[src/rtl/divmod_seq_if.sv]
// Valid/ready operand and result channels of the sequential divider.
interface divmod_seq_if #(
   parameter int unsigned WIDTH = 16
);
   logic             in_valid;
   logic             in_ready;
   logic [WIDTH-1:0] a;
   logic [WIDTH-1:0] b;
   logic             sgn;
   logic             out_valid;
   logic             out_ready;
   logic [WIDTH-1:0] quo;
   logic [WIDTH-1:0] rem;
   logic             err_dz;
   logic             err_ovf;

   modport master (
      output in_valid, a, b, sgn, out_ready,
      input  in_ready, out_valid, quo, rem, err_dz, err_ovf
   );

   modport slave (
      input  in_valid, a, b, sgn, out_ready,
      output in_ready, out_valid, quo, rem, err_dz, err_ovf
   );
endinterface

[src/rtl/divmod_seq.sv]
// Restoring radix-2 signed/unsigned divider with fixed latency and
// divide-by-zero / signed-overflow short-cuts.
module divmod_seq #(
   parameter int unsigned WIDTH = 16
) (
   input  logic       clk,
   input  logic       rst_n,
   divmod_seq_if.slave bus
);
   localparam int unsigned CW = $clog2(WIDTH);

   localparam logic [1:0] S_IDLE = 2'd0;
   localparam logic [1:0] S_CALC = 2'd1;
   localparam logic [1:0] S_FIX  = 2'd2;
   localparam logic [1:0] S_DONE = 2'd3;

   localparam logic [WIDTH-1:0] MIN_V  = {1'b1, {(WIDTH-1){1'b0}}};
   localparam logic [WIDTH-1:0] ONES_V = '1;

   logic [1:0]       state_q, state_d;
   logic [CW-1:0]    cnt_q, cnt_d;
   logic [WIDTH-1:0] dvd_q, dvd_d;
   logic [WIDTH-1:0] dvs_q, dvs_d;
   logic [WIDTH-1:0] prem_q, prem_d;
   logic             qneg_q, qneg_d;
   logic             rneg_q, rneg_d;
   logic [WIDTH-1:0] quo_q, quo_d;
   logic [WIDTH-1:0] rem_q, rem_d;
   logic             err_dz_q, err_dz_d;
   logic             err_ovf_q, err_ovf_d;
   logic             in_ready_q, in_ready_d;
   logic             out_valid_q, out_valid_d;

   logic [WIDTH-1:0] a_abs_c, b_abs_c;
   logic [WIDTH:0]   shift_c, trial_c;

   // Next-state and datapath; dvd_q shifts out dividend bits and in quotient bits.
   always_comb begin
      state_d   = state_q;
      cnt_d     = cnt_q;
      dvd_d     = dvd_q;
      dvs_d     = dvs_q;
      prem_d    = prem_q;
      qneg_d    = qneg_q;
      rneg_d    = rneg_q;
      quo_d     = quo_q;
      rem_d     = rem_q;
      err_dz_d  = err_dz_q;
      err_ovf_d = err_ovf_q;

      a_abs_c = (bus.sgn && bus.a[WIDTH-1]) ? -bus.a : bus.a;
      b_abs_c = (bus.sgn && bus.b[WIDTH-1]) ? -bus.b : bus.b;
      shift_c = {prem_q, dvd_q[WIDTH-1]};
      trial_c = shift_c - {1'b0, dvs_q};

      case (state_q)
         S_IDLE: begin
            if (bus.in_valid) begin
               if (bus.b == '0) begin
                  state_d   = S_DONE;
                  quo_d     = ONES_V;
                  rem_d     = bus.a;
                  err_dz_d  = 1'b1;
                  err_ovf_d = 1'b0;
               end else if (bus.sgn && bus.a == MIN_V && bus.b == ONES_V) begin
                  state_d   = S_DONE;
                  quo_d     = bus.a;
                  rem_d     = '0;
                  err_dz_d  = 1'b0;
                  err_ovf_d = 1'b1;
               end else begin
                  state_d   = S_CALC;
                  dvd_d     = a_abs_c;
                  dvs_d     = b_abs_c;
                  qneg_d    = bus.sgn & (bus.a[WIDTH-1] ^ bus.b[WIDTH-1]);
                  rneg_d    = bus.sgn & bus.a[WIDTH-1];
                  cnt_d     = '0;
                  prem_d    = '0;
                  err_dz_d  = 1'b0;
                  err_ovf_d = 1'b0;
               end
            end
         end
         S_CALC: begin
            // Borrow out of the trial subtraction means the divisor did not fit.
            prem_d = trial_c[WIDTH] ? shift_c[WIDTH-1:0] : trial_c[WIDTH-1:0];
            dvd_d  = {dvd_q[WIDTH-2:0], ~trial_c[WIDTH]};
            cnt_d  = cnt_q + CW'(1);
            if (cnt_q == CW'(WIDTH - 1)) begin
               state_d = S_FIX;
            end
         end
         S_FIX: begin
            quo_d   = qneg_q ? -dvd_q : dvd_q;
            rem_d   = rneg_q ? -prem_q : prem_q;
            state_d = S_DONE;
         end
         default: begin
            if (bus.out_ready) begin
               state_d = S_IDLE;
            end
         end
      endcase

      in_ready_d  = (state_d == S_IDLE);
      out_valid_d = (state_d == S_DONE);
   end

   always_ff @(posedge clk or negedge rst_n) begin
      if (!rst_n) begin
         state_q     <= S_IDLE;
         cnt_q       <= '0;
         dvd_q       <= '0;
         dvs_q       <= '0;
         prem_q      <= '0;
         qneg_q      <= 1'b0;
         rneg_q      <= 1'b0;
         quo_q       <= '0;
         rem_q       <= '0;
         err_dz_q    <= 1'b0;
         err_ovf_q   <= 1'b0;
         in_ready_q  <= 1'b1;
         out_valid_q <= 1'b0;
      end else begin
         state_q     <= state_d;
         cnt_q       <= cnt_d;
         dvd_q       <= dvd_d;
         dvs_q       <= dvs_d;
         prem_q      <= prem_d;
         qneg_q      <= qneg_d;
         rneg_q      <= rneg_d;
         quo_q       <= quo_d;
         rem_q       <= rem_d;
         err_dz_q    <= err_dz_d;
         err_ovf_q   <= err_ovf_d;
         in_ready_q  <= in_ready_d;
         out_valid_q <= out_valid_d;
      end
   end

   assign bus.in_ready  = in_ready_q;
   assign bus.out_valid = out_valid_q;
   assign bus.quo       = quo_q;
   assign bus.rem       = rem_q;
   assign bus.err_dz    = err_dz_q;
   assign bus.err_ovf   = err_ovf_q;
endmodule

[src/flat_wrapper.sv]
// flat-port wrapper written by rule: the top's interface ports become plain ports
module divmod_seq_flat 
#(
   parameter int unsigned WIDTH = 16
)
  (clk, rst_n, bus_in_valid, bus_a, bus_b, bus_sgn, bus_out_ready, bus_in_ready, bus_out_valid, bus_quo, bus_rem, bus_err_dz, bus_err_ovf);
  divmod_seq_if #(.WIDTH(WIDTH)) bus_i ();
  input  logic clk;
  input  logic rst_n;
  input wire logic [$bits(bus_i.in_valid)-1:0] bus_in_valid;
  input wire logic [$bits(bus_i.a)-1:0] bus_a;
  input wire logic [$bits(bus_i.b)-1:0] bus_b;
  input wire logic [$bits(bus_i.sgn)-1:0] bus_sgn;
  input wire logic [$bits(bus_i.out_ready)-1:0] bus_out_ready;
  output wire logic [$bits(bus_i.in_ready)-1:0] bus_in_ready;
  output wire logic [$bits(bus_i.out_valid)-1:0] bus_out_valid;
  output wire logic [$bits(bus_i.quo)-1:0] bus_quo;
  output wire logic [$bits(bus_i.rem)-1:0] bus_rem;
  output wire logic [$bits(bus_i.err_dz)-1:0] bus_err_dz;
  output wire logic [$bits(bus_i.err_ovf)-1:0] bus_err_ovf;
  assign bus_i.in_valid = bus_in_valid;
  assign bus_i.a = bus_a;
  assign bus_i.b = bus_b;
  assign bus_i.sgn = bus_sgn;
  assign bus_i.out_ready = bus_out_ready;
  assign bus_in_ready = bus_i.in_ready;
  assign bus_out_valid = bus_i.out_valid;
  assign bus_quo = bus_i.quo;
  assign bus_rem = bus_i.rem;
  assign bus_err_dz = bus_i.err_dz;
  assign bus_err_ovf = bus_i.err_ovf;
  divmod_seq #(.WIDTH(WIDTH)) u_core (.clk(clk), .rst_n(rst_n), .bus(bus_i));
endmodule
[config.mk]
export PLATFORM = sky130hd
export DESIGN_NAME = divmod_seq_flat
export DESIGN_NICKNAME = d
export VERILOG_FILES = /design/src/rtl/divmod_seq_if.sv /design/src/rtl/divmod_seq.sv /design/src/flat_wrapper.sv
export SDC_FILE = /design/constraint.sdc
export NUM_CORES = 1
export LEC_CHECK = 0
export BUFFER_PORTS_ARGS = -buffer_cell sky130_fd_sc_hd__buf_2
export CAP_MARGIN = 20
export CORE_MARGIN = 4
export CORE_UTILIZATION = 35
export CTS_BUF_LIST = sky130_fd_sc_hd__clkbuf_2
export DETAILED_ROUTE_END_ITERATION = 10
export PLACE_DENSITY = 0.51
export SLEW_MARGIN = 20
export SYNTH_ARGS = -nofsm -noshare
export SYNTH_HDL_FRONTEND = slang
export SYNTH_SLANG_ARGS = --single-unit
[constraint.sdc]
create_clock -name clk -period 3.1 [get_ports clk]
set_clock_uncertainty 0.1 [all_clocks]
set_input_delay 0.155 -clock clk [delete_from_list [all_inputs] [get_ports clk]]
set_output_delay 0.155 -clock clk [all_outputs]
set_load 0.01 [all_outputs]
==> flow_metrics.env, run 1 <==
export IMPL_clk_latency_ps=600
export IMPL_path_class="primary input to flop"
export IMPL_layout_drive_gt1_share_pct=15.4
export IMPL_seq_power_share_pct=32.1
export IMPL_rsz0062_at_grt="false"
export IMPL_vias=5612
export IMPL_synth_avg_cell_area_um2=8.66
export IMPL_setup_viol=0
export IMPL_dieArea_mm2=0.0197
export IMPL_power_frac_clock_pct=9.4
export IMPL_switching_share_pct=46.1
export IMPL_syn_num_nets=769
export IMPL_initial_core_util_pct=35.6
export IMPL_grt_max_degree=50
export IMPL_synth_seq_cells=92
export IMPL_area_delta_synth_final_pct=19.3
export IMPL_grt_pass1_vias=5517
export IMPL_h_tree_depth=3
export IMPL_synth_edf_count=0
export IMPL_cts_root_buf="clkbuf_2"
export IMPL_placement_io_buffers=72
export IMPL_postCtsSetupRepairBufs=0
export IMPL_leakagePower_nw=3.15
export IMPL_fin_cells=1045
export IMPL_grt_pass1_wl_um=29400
export IMPL_pin_count=73
export IMPL_fin_hold_ws_ps=191
export IMPL_ys_types=70
export IMPL_dpl_instance_area_mm2=0.00670
export IMPL_clk_pin_slew_ps=250
export IMPL_worstPathRequired_ps=3510
export IMPL_drt_wl_total_um=17900
export IMPL_core_mm2=0.0172
export IMPL_async_reset_ff_share_pct=100
export IMPL_gp_congestion=0.883
export IMPL_hpwlAfterDp_um=13300
export IMPL_cp_end_kind="flop"
export IMPL_dpl_cell_count=980
export IMPL_die_x_um=140
export IMPL_antenna_found_initial=1
export IMPL_grt_ovfl_total=0
export IMPL_p_total_mw=6.63
export IMPL_period_share_pct=99.1
export IMPL_synth_area_mm2=0.00614
export IMPL_cts_path_max_buffers=2
export IMPL_start_kind="primary input"
export IMPL_ys_warn_count=0
export IMPL_tritoncts="done"
export IMPL_relSlewSlack_pct=61.0
export IMPL_p_int_mw=3.57
export IMPL_avgRoutedWirePerCell_um=17.2
export IMPL_drtIter0Drc=337
export IMPL_yosysSeqAreaShare_pct=37.5
export IMPL_tns_ps=0
export IMPL_finalNetCount=874
export IMPL_drc_errors=0
export IMPL_cap_violations=0
export IMPL_ant_nets=0
export IMPL_vias_per_cell=5.37
export IMPL_critical_path_max_fanout=28
export IMPL_die_h_um=140
export IMPL_synth_cells=709
export IMPL_hold_path_class="primary input to flop"
export IMPL_synthFlopType="dfrtp_1"
export IMPL_max_freq_ghz=0.326
export IMPL_worstPathArrival_ps=3490
export IMPL_outcome="finished clean"
export IMPL_power_density_mw_per_mm2=905
export IMPL_finalHoldViolations=0
export IMPL_layout_min_cycle_time_ps=3070
export IMPL_p_switching_mw=3.05
export IMPL_setup_slack_ps=28.4
export IMPL_finalInstanceArea_mm2=0.00732
export IMPL_track_usage_pct=18.5
export IMPL_worstMarginPinSlew_ps=583
export IMPL_pwr_share_comb_pct=58.5
export IMPL_maxSlewViolCount=0
export IMPL_cts_sinks=92
export IMPL_cts_buffers=9
export IMPL_ir_worst_vdd_v=0.000443
export IMPL_pre_cts_ws_ps=393
export IMPL_num_rows=48
export IMPL_final_util_pct=42.5
export IMPL_dr_pass1_iters=4
## state kept, by name, summed over array words and instances (netlist names)
| signal | cells |
|---|---|
| u_core.bus.quo | 16 |
| u_core.bus.rem | 16 |
| u_core.dvd_q | 16 |
| u_core.dvs_q | 16 |
| u_core.prem_q | 16 |
| u_core.cnt_q | 4 |
| u_core.state_q | 2 |
| u_core.bus.err_dz | 1 |
| u_core.bus.err_ovf | 1 |
| u_core.bus.in_ready | 1 |
| u_core.bus.out_valid | 1 |
| u_core.qneg_q | 1 |
| u_core.rneg_q | 1 |
## final cells by class
cell class / instances / area [µm²]
Tap cell: 225 / 282
Inverter: 29 / 109
Timing Repair Buffer: 132 / 976
Multi-Input combinational cell: 550 / 3540
Antenna cell: 1 / 2.50
Sequential cell: 92 / 2300
Fill cell: 1731 / 9910
Clock buffer: 12 / 60.1
Clock inverter: 4 / 51.3
## worst max-delay path, cell delays in order
cell	delay [ps]
dlygate4sd3_1	530
buf_2	140
or4_4	580
nor3_4	170
dlygate4sd3_1	580
nand2_2	140
nand2_2	120
nor2_1	110
buf_4	240
nor2_1	110
a31oi_1	40
dlygate4sd3_1	570
## timing repair
action                     CTS  global route
setup endpoints to repair    0             1
hold endpoints to repair   161             0
gates resized for setup      0             3
hold buffers                48             0
## Yosys cell counts, types with 3 or more instances
cell type | n | area (µm²)
o22ai_1 | 15 | 93.8
o31ai_2 | 3 | 37.5
o311ai_1 | 10 | 87.6
or3_1 | 6 | 37.5
a221o_1 | 10 | 100
nor2_1 | 46 | 173
o21ai_0 | 39 | 195
a21o_1 | 6 | 45.0
nand2_1 | 106 | 398
o211ai_1 | 4 | 30.0
xor2_1 | 36 | 315
a32oi_1 | 6 | 52.6
nand4_1 | 8 | 50.1
or4_1 | 7 | 52.6
xnor2_1 | 33 | 289
buf_4 | 4 | 30.0
inv_1 | 29 | 109
nand3_1 | 22 | 110
o21bai_1 | 3 | 22.5
clkbuf_1 | 16 | 60.1
o41ai_1 | 5 | 43.8
o31ai_1 | 13 | 97.6
a21oi_1 | 38 | 190
a31oi_1 | 8 | 50.1
o21ai_1 | 39 | 195
ha_1 | 22 | 275
nor2b_1 | 6 | 37.5
buf_2 | 9 | 45.0
buf_6 | 3 | 33.8
nand2b_1 | 10 | 62.6
nor3_1 | 7 | 35.0
and2_1 | 3 | 18.8
buf_1 | 4 | 15.0
dfrtp_1 | 91 | 2280
## layout by cell type (no fill, tap or decap), types with 4 or more instances in the layout
master,n
nand4_1,8
nor3_1,6
inv_1,29
o31ai_1,13
a21oi_1,38
buf_2,71
or4_1,6
clkbuf_2,12
o311ai_1,10
ha_1,22
dlygate4sd3_1,47
a31oi_1,8
a221o_1,10
o22ai_1,15
nand2b_1,10
dfrtp_1,91
o21ai_1,39
nand3_1,22
or3_1,6
o41ai_1,5
nor2b_1,5
nand2_1,106
a32oi_1,6
o21ai_0,39
buf_4,11
xor2_1,36
xnor2_1,33
a21o_1,6
nor2_1,46
o211ai_1,4
## routing by layer
layer | up-vias | track usage (%) | wire length (µm)
li1 | 2763 | - | -
met4 | 0 | 4.90 | 270
met1 | 2708 | 25.6 | 8400
met3 | 17 | 2.80 | 724
met2 | 124 | 30.1 | 8530
met5 | - | 0 | 0
## power by group through the flow
stage	sequential, mW	clock, mW	combinational, mW
after global placement	2.13	0	3.76
after global routing	2.21	0.694	4.36
final	2.13	0.624	3.87
after detailed placement	2.16	0	3.82
after CTS	2.13	0.654	3.89
after floorplan	1.98	0	2.94
## logic make-up (layout without fill, tap and decap cells)
family          count (synthesis)  count (layout)  synth area share (%)
mux                             1               1                 0.163
simple gates                  241             241                  19.0
xor+xnor                       70              70                  10.1
compound gates                215             215                  23.2
other cells                     0               1                     0
buf+inv                        67             177                  5.26
flops                          92              92                  37.5
fa+ha+maj                      23              23                  4.81
## final timing paths
path	startpoint	end	slack, ps	cells after the start
max in group asynchronous	rst_n	u_core.bus.in_ready$_DFF_PN1_	1930	4
max	bus_b[12]	u_core.dvs_q[1]$_DFFE_PN0P_	30	12
min in group asynchronous	rst_n	u_core.bus.quo[10]$_DFFE_PN0P_	550	4
min reg2reg	u_core.bus.rem[3]$_DFFE_PN0P_	u_core.bus.rem[3]$_DFFE_PN0P_	410	2
min	bus_out_ready	u_core.bus.out_valid$_DFF_PN0_	190	3
max reg2reg	u_core.dvd_q[15]$_DFFE_PN0P_	u_core.prem_q[6]$_DFFE_PN0P_	370	10
Power figures use the tool's default switching activity.
==> run 2: changes to the inputs <==
--- a/config.mk
+++ b/config.mk
@@ -5,13 +5,14 @@
 export SDC_FILE = /design/constraint.sdc
 export NUM_CORES = 1
 export LEC_CHECK = 0
+export ABC_AREA = 1
 export BUFFER_PORTS_ARGS = -buffer_cell sky130_fd_sc_hd__buf_2
 export CAP_MARGIN = 20
 export CORE_MARGIN = 4
 export CORE_UTILIZATION = 35
 export CTS_BUF_LIST = sky130_fd_sc_hd__clkbuf_2
 export DETAILED_ROUTE_END_ITERATION = 10
-export PLACE_DENSITY = 0.51
+export PLACE_DENSITY = 0.5
 export SLEW_MARGIN = 20
 export SYNTH_ARGS = -nofsm -noshare
 export SYNTH_HDL_FRONTEND = slang
==> flow_metrics.env, run 2 <==
export IMPL_setup_viol=0
export IMPL_multi_input_area_mm2=0.00401
export IMPL_cts_buffers=9
export IMPL_ys_warn_count=0
export IMPL_synth_avg_cell_area_um2=6.50
export IMPL_initial_core_util_pct=35.7
export IMPL_worstHoldStart="bus_out_ready"
export IMPL_avgRoutedWirePerCell_um=15.5
export IMPL_synth_cells=1074
export IMPL_startpoint="u_core.dvd_q[15]$_DFFE_PN0P_"
export IMPL_grt_pass1_wl_um=36800
export IMPL_num_rows=51
export IMPL_placement_io_buffers=72
export IMPL_layout_common_cells="nand2_1, nand3_1, inv_1"
export IMPL_leakagePower_nw=4.30
export IMPL_grt_pass1_vias=6844
export IMPL_highest_layer="met4"
export IMPL_die_h_um=149
export IMPL_drtIter0Drc=519
export IMPL_grt_max_degree=55
export IMPL_power_density_mw_per_mm2=992
export IMPL_synth_area_mm2=0.00698
export IMPL_ys_types=38
export IMPL_path_class="flop to flop"
export IMPL_h_tree_depth=3
export IMPL_relSlewSlack_pct=60.0
export IMPL_synth_edf_count=0
export IMPL_die_x_um=149
export IMPL_worstMarginPinSlew_ps=595
export IMPL_ant_nets=0
export IMPL_cts_path_max_buffers=2
export IMPL_ir_worst_vdd_v=0.000606
export IMPL_dr_pass1_iters=5
export IMPL_cap_violations=0
export IMPL_wl_met3_um=1230
export IMPL_hold_path_class="primary input to flop"
export IMPL_dieArea_mm2=0.0223
export IMPL_rsz0062_at_grt="false"
export IMPL_core_mm2=0.0195
export IMPL_worstPathArrival_ps=3090
export IMPL_drt_wl_total_um=22600
export IMPL_reg2reg_from="u_core.dvd_q[15]$_DFFE_PN0P_"
export IMPL_gp_congestion=0.882
export IMPL_async_reset_ff_share_pct=100
export IMPL_finalHoldViolations=0
export IMPL_drc_errors=0
export IMPL_period_share_pct=85.0
export IMPL_yosysSeqAreaShare_pct=33.0
export IMPL_critical_path_max_fanout=18
export IMPL_pre_cts_ws_ps=457
export IMPL_cts_sinks=92
export IMPL_worstPathRequired_ps=3560
export IMPL_synth_top_area_cell="dfrtp_1"
export IMPL_syn_num_nets=1134
export IMPL_synthFlopType="dfrtp_1"
export IMPL_synth_seq_cells=92
export IMPL_synthTopCellsByArea="dfrtp_1, nand2_1, nand3_1"
export IMPL_synth_common_cells="nand2_1, nand3_1, inv_1, dfrtp_1, o21ai_0"
export IMPL_tns_ps=0
export IMPL_cp_end_kind="flop"
export IMPL_area_delta_synth_final_pct=18.1
export IMPL_fill_cells=2164
export IMPL_clk_pin_slew_ps=330
export IMPL_layout_commonest_cell="nand2_1"
export IMPL_drt_met1_wl_um=11300
export IMPL_start_kind="flop"
export IMPL_hpwlAfterDp_um=17100
export IMPL_pin_count=73
export IMPL_synth_most_common_cell="nand2_1"
export IMPL_tritoncts="done"
export IMPL_setup_slack_ps=464
export IMPL_outcome="finished clean"
export IMPL_antenna_found_initial=1
export IMPL_routed_wl_met2_um=9880
export IMPL_yosys_area_top_type_share_pct=32.6
export IMPL_finalNetCount=1246
export IMPL_maxSlewViolCount=0
export IMPL_max_freq_ghz=0.379
export IMPL_cts_root_buf="clkbuf_2"
export IMPL_layout_min_cycle_time_ps=2640
export IMPL_final_util_pct=42.2
export IMPL_vias_per_cell=4.94
export IMPL_layout_drive_gt1_share_pct=10.6
export IMPL_vias=7198
export IMPL_clk_latency_ps=660
export IMPL_seqCellArea_mm2=0.00230
export IMPL_track_usage_pct=20.8
export IMPL_grt_ovfl_total=0
run 2: worst paths after layout:
kind,end,slack (ps),cells past startpoint
max,u_core.prem_q[2]$_DFFE_PN0P_,460,13
min,u_core.state_q[0]$_DFF_PN0_,270,4
max reg2reg,u_core.prem_q[2]$_DFFE_PN0P_,460,13
min reg2reg,u_core.dvs_q[9]$_DFFE_PN0P_,420,2
max in group asynchronous,u_core.bus.quo[0]$_DFFE_PN0P_,2200,4
min in group asynchronous,u_core.state_q[0]$_DFF_PN0_,440,4
run 2: layout make-up:
| cell class | instances | share of cell area [%] |
|---|---|---|
| multi-input cells | 824 | 48.6 |
| flip-flops and latches | 92 | 27.9 |
| repair buffers | 134 | 12.0 |
| inverters | 125 | 5.69 |
| well taps | 265 | 4.02 |
| clock inverters | 7 | 1.14 |
| clock buffers | 9 | 0.547 |
| diodes | 1 | 0.0304 |
run 2: repair_timing:
item	CTS	global route
resized for setup	0	0
setup buffers	0	0
hold buffers	53	0
hold endpoints to repair	162	0
run 2: logic make-up (layout without fill, tap and decap cells):
family / Yosys count / after routing / synth area share [%]
simple gates: 652 / 652 / 40.6
buf+inv: 158 / 275 / 9.59
compound gates: 118 / 118 / 8.71
flops: 92 / 92 / 33.0
xor+xnor: 31 / 31 / 3.89
fa+ha+maj: 23 / 23 / 4.23
other cells: 0 / 1 / 0
run 2: routing by layer:
| layer | vias to the layer above | global-route usage, % |
|---|---|---|
| met1 | 3331 | 31.5 |
| met4 | 0 | 3.62 |
| met3 | 20 | 2.67 |
| met5 | - | 0 |
| li1 | 3679 | - |
| met2 | 168 | 32.1 |
run 2: worst max-delay path, cell delays in order (launching register included):
cell and delay (ps):
dfrtp_1 450, inv_1 80, ha_1 210, fa_1 440
nor2_1 160, o21ai_0 110, nand2_1 130, nand2_1 90
nand2_1 100, nand2_2 240, nand2_4 270, nand2_1 80
nand3_1 70, nand2_1 50
run 2: per-stage QoR:
step	instances	hold slack (ps)	total power [mW]	cell area, µm²
after detailed placement	1387	182	7.40	7550
after global placement	1387	181	7.39	7550
after floorplan	1074	-241	6.02	6980
final	1457	274	8.18	8240
after global routing	1457	260	9.09	8240
after CTS	1456	242	8.23	8240
run 2: where the power goes:
part	switching (mW)	total (mW)	internal (mW)
registers	0.468	2.21	1.74
logic	3.42	5.24	1.82
clock network	0.518	0.730	0.212
==> run 3: changes to the inputs <==
--- a/config.mk
+++ b/config.mk
@@ -12,7 +12,7 @@
 export CORE_UTILIZATION = 35
 export CTS_BUF_LIST = sky130_fd_sc_hd__clkbuf_2
 export DETAILED_ROUTE_END_ITERATION = 10
-export PLACE_DENSITY = 0.5
+export PLACE_DENSITY = 0.61
 export SLEW_MARGIN = 20
 export SYNTH_ARGS = -nofsm -noshare
 export SYNTH_HDL_FRONTEND = slang
==> flow_metrics.env, run 3 (synthesis results as in run 2) <==
export IMPL_cts_buffers=9
export IMPL_grt_ovfl_total=0
export IMPL_drc_errors=0
export IMPL_rsz0062_at_grt="false"
export IMPL_pin_count=73
export IMPL_power_frac_clock_pct=8.1
export IMPL_cp_depth=13
export IMPL_cpPeakStageDelay_ps=440
export IMPL_grt_max_degree=77
export IMPL_gp_congestion=0.900
export IMPL_layout_commonest_cell="nand2_1"
export IMPL_clk_latency_ps=650
export IMPL_p_int_mw=3.73
export IMPL_dpl_cell_count=1385
export IMPL_initial_core_util_pct=35.7
export IMPL_reg2reg_from="u_core.dvd_q[15]$_DFFE_PN0P_"
export IMPL_cp_num_buf_inv=1
export IMPL_num_rows=51
export IMPL_avgRoutedWirePerCell_um=14.7
export IMPL_track_usage_pct=19.5
export IMPL_layout_common_cells="nand2_1, nand3_1, inv_1"
export IMPL_hold_path_class="primary input to flop"
export IMPL_fin_cells=1458
export IMPL_finalHoldViolations=0
export IMPL_switching_share_pct=53.5
export IMPL_ant_nets=0
export IMPL_path_class="flop to flop"
export IMPL_min_to="u_core.dvs_q[0]$_DFFE_PN0P_"
export IMPL_relSlewSlack_pct=51.8
export IMPL_drtIter0Drc=529
export IMPL_tns_ps=0
export IMPL_critical_path_max_fanout=18
export IMPL_die_x_um=149
export IMPL_worstHoldStart="bus_b[0]"
export IMPL_area_delta_synth_final_pct=17.7
export IMPL_worstMarginPinSlew_ps=724
export IMPL_cp_end_kind="flop"
export IMPL_grt_pass1_vias=6851
export IMPL_dieArea_mm2=0.0223
export IMPL_crit_family="simple AND/OR/NAND/NOR gates"
export IMPL_final_util_pct=42.1
export IMPL_finalNetCount=1247
export IMPL_h_tree_depth=3
export IMPL_dr_pass1_iters=5
export IMPL_antenna_found_initial=1
export IMPL_cap_violations=0
export IMPL_hold_buffers=55
export IMPL_layout_drive_gt1_share_pct=10.3
export IMPL_worstPathArrival_ps=3090
export IMPL_ir_worst_vdd_v=0.000474
export IMPL_layout_min_cycle_time_ps=2650
export IMPL_fin_hold_ws_ps=289
export IMPL_cts_root_buf="clkbuf_2"
export IMPL_maxSlewViolCount=0
export IMPL_whs_path_depth=4
export IMPL_grt_pass1_wl_um=35100
export IMPL_vias=7283
export IMPL_path_cells="inv_1 -> ha_1 -> fa_1 -> nor2_1 -> o21ai_0 -> nand2_1 -> nand2_1 -> nand2_1 -> nand2_2 -> nand2_4 -> nand2_1 -> nand3_1 -> nand2_1"
export IMPL_tritoncts="done"
export IMPL_setup_slack_ps=449
export IMPL_drt_wl_total_um=21400
export IMPL_vias_per_cell=5.00
export IMPL_period_share_pct=85.5
export IMPL_slowest_stage="dfrtp_1"
export IMPL_placement_io_buffers=72
export IMPL_cts_sinks=92
export IMPL_crit_path_frequent_cell="nand2_1"
export IMPL_p_switching_mw=4.29
export IMPL_r2r_cells=13
export IMPL_cts_path_max_buffers=2
export IMPL_seq_power_share_pct=27.8
export IMPL_pwr_share_comb_pct=64.1
export IMPL_r2r_end="u_core.prem_q[11]$_DFFE_PN0P_"
export IMPL_start_kind="flop"
export IMPL_cts_resized=0
export IMPL_hpwlAfterDp_um=15800
export IMPL_pre_cts_ws_ps=533
export IMPL_fill_cells=2137
export IMPL_setup_viol=0
export IMPL_core_mm2=0.0195
export IMPL_die_h_um=149
export IMPL_power_density_mw_per_mm2=978
export IMPL_max_freq_ghz=0.377
export IMPL_outcome="finished clean"
export IMPL_postCtsSetupRepairBufs=0
export IMPL_clk_pin_slew_ps=260
export IMPL_leakagePower_nw=4.27
export IMPL_worstPathRequired_ps=3540
export IMPL_rrSetupSlack_ps=450
run 3: cell count changes in the layout (fill, tap and decap cells not counted):
cell           previous run  this run
buf_16                    1         0
inv_6                     2         1
buf_12                    1         0
clkinv_4                  0         1
clkinv_8                  1         0
inv_8                     2         0
dlygate4sd3_1            52        56
clkinvlp_4                1         3
clkinv_2                  0         1
buf_6                     0         1
buf_4                     9         7
run 3: tightest hold or removal path, cell delays in order:
cell,delay [ps]
dlygate4sd3_1,530
buf_2,130
inv_1,100
o21ai_0,100
run 3: power groups by stage:
stage,Clock (mW),Sequential [mW],Combinational [mW]
finish,0.650,2.23,5.15
global placement,0,2.24,5.00
global route,0.729,2.31,5.90
floorplan,0,2.20,3.82
CTS,0.690,2.23,5.14
detailed placement,0,2.25,5.03
run 3: stage by stage:
stage	power [mW]	instance area [µm²]
final	8.03	8210
after global routing	8.93	8210
after CTS	8.05	8200
after detailed placement	7.28	7520
after global placement	7.23	7520
after floorplan	6.02	6980
run 3: worst max path at each step:
stage	from	end	slack [ps]
after global placement	u_core.dvd_q[15]$_DFFE_PN0P_	u_core.prem_q[5]$_DFFE_PN0P_	590
after global routing	u_core.dvd_q[15]$_DFFE_PN0P_	u_core.prem_q[9]$_DFFE_PN0P_	230
after detailed placement	u_core.dvd_q[15]$_DFFE_PN0P_	u_core.prem_q[12]$_DFFE_PN0P_	530
final	u_core.dvd_q[15]$_DFFE_PN0P_	u_core.prem_q[11]$_DFFE_PN0P_	450
after floorplan	u_core.dvd_q[15]$_DFFE_PN0P_	u_core.prem_q[7]$_DFFE_PN0P_	930
after CTS	u_core.dvd_q[15]$_DFFE_PN0P_	u_core.prem_q[11]$_DFFE_PN0P_	460
run 3: area by class of cell:
cell class	count	area (µm²)	share of cell area [%]
multi-input cells	824	4010	48.8
clock buffers	9	45.0	0.549
diodes	1	2.50	0.0305
flip-flops and latches	92	2300	28.1
well taps	265	332	4.04
inverters	125	469	5.71
repair buffers	135	980	11.9
clock inverters	7	75.1	0.914
run 3: per-layer routing:
| metal | global-route usage [%] | vias up | routed length [µm] |
|---|---|---|---|
| met5 | 0 | - | 0 |
| met4 | 5.68 | 0 | 374 |
| met3 | 3.31 | 31 | 1490 |
| met2 | 29.2 | 233 | 9260 |
| met1 | 28.9 | 3332 | 10300 |
| li1 | - | 3687 | - |
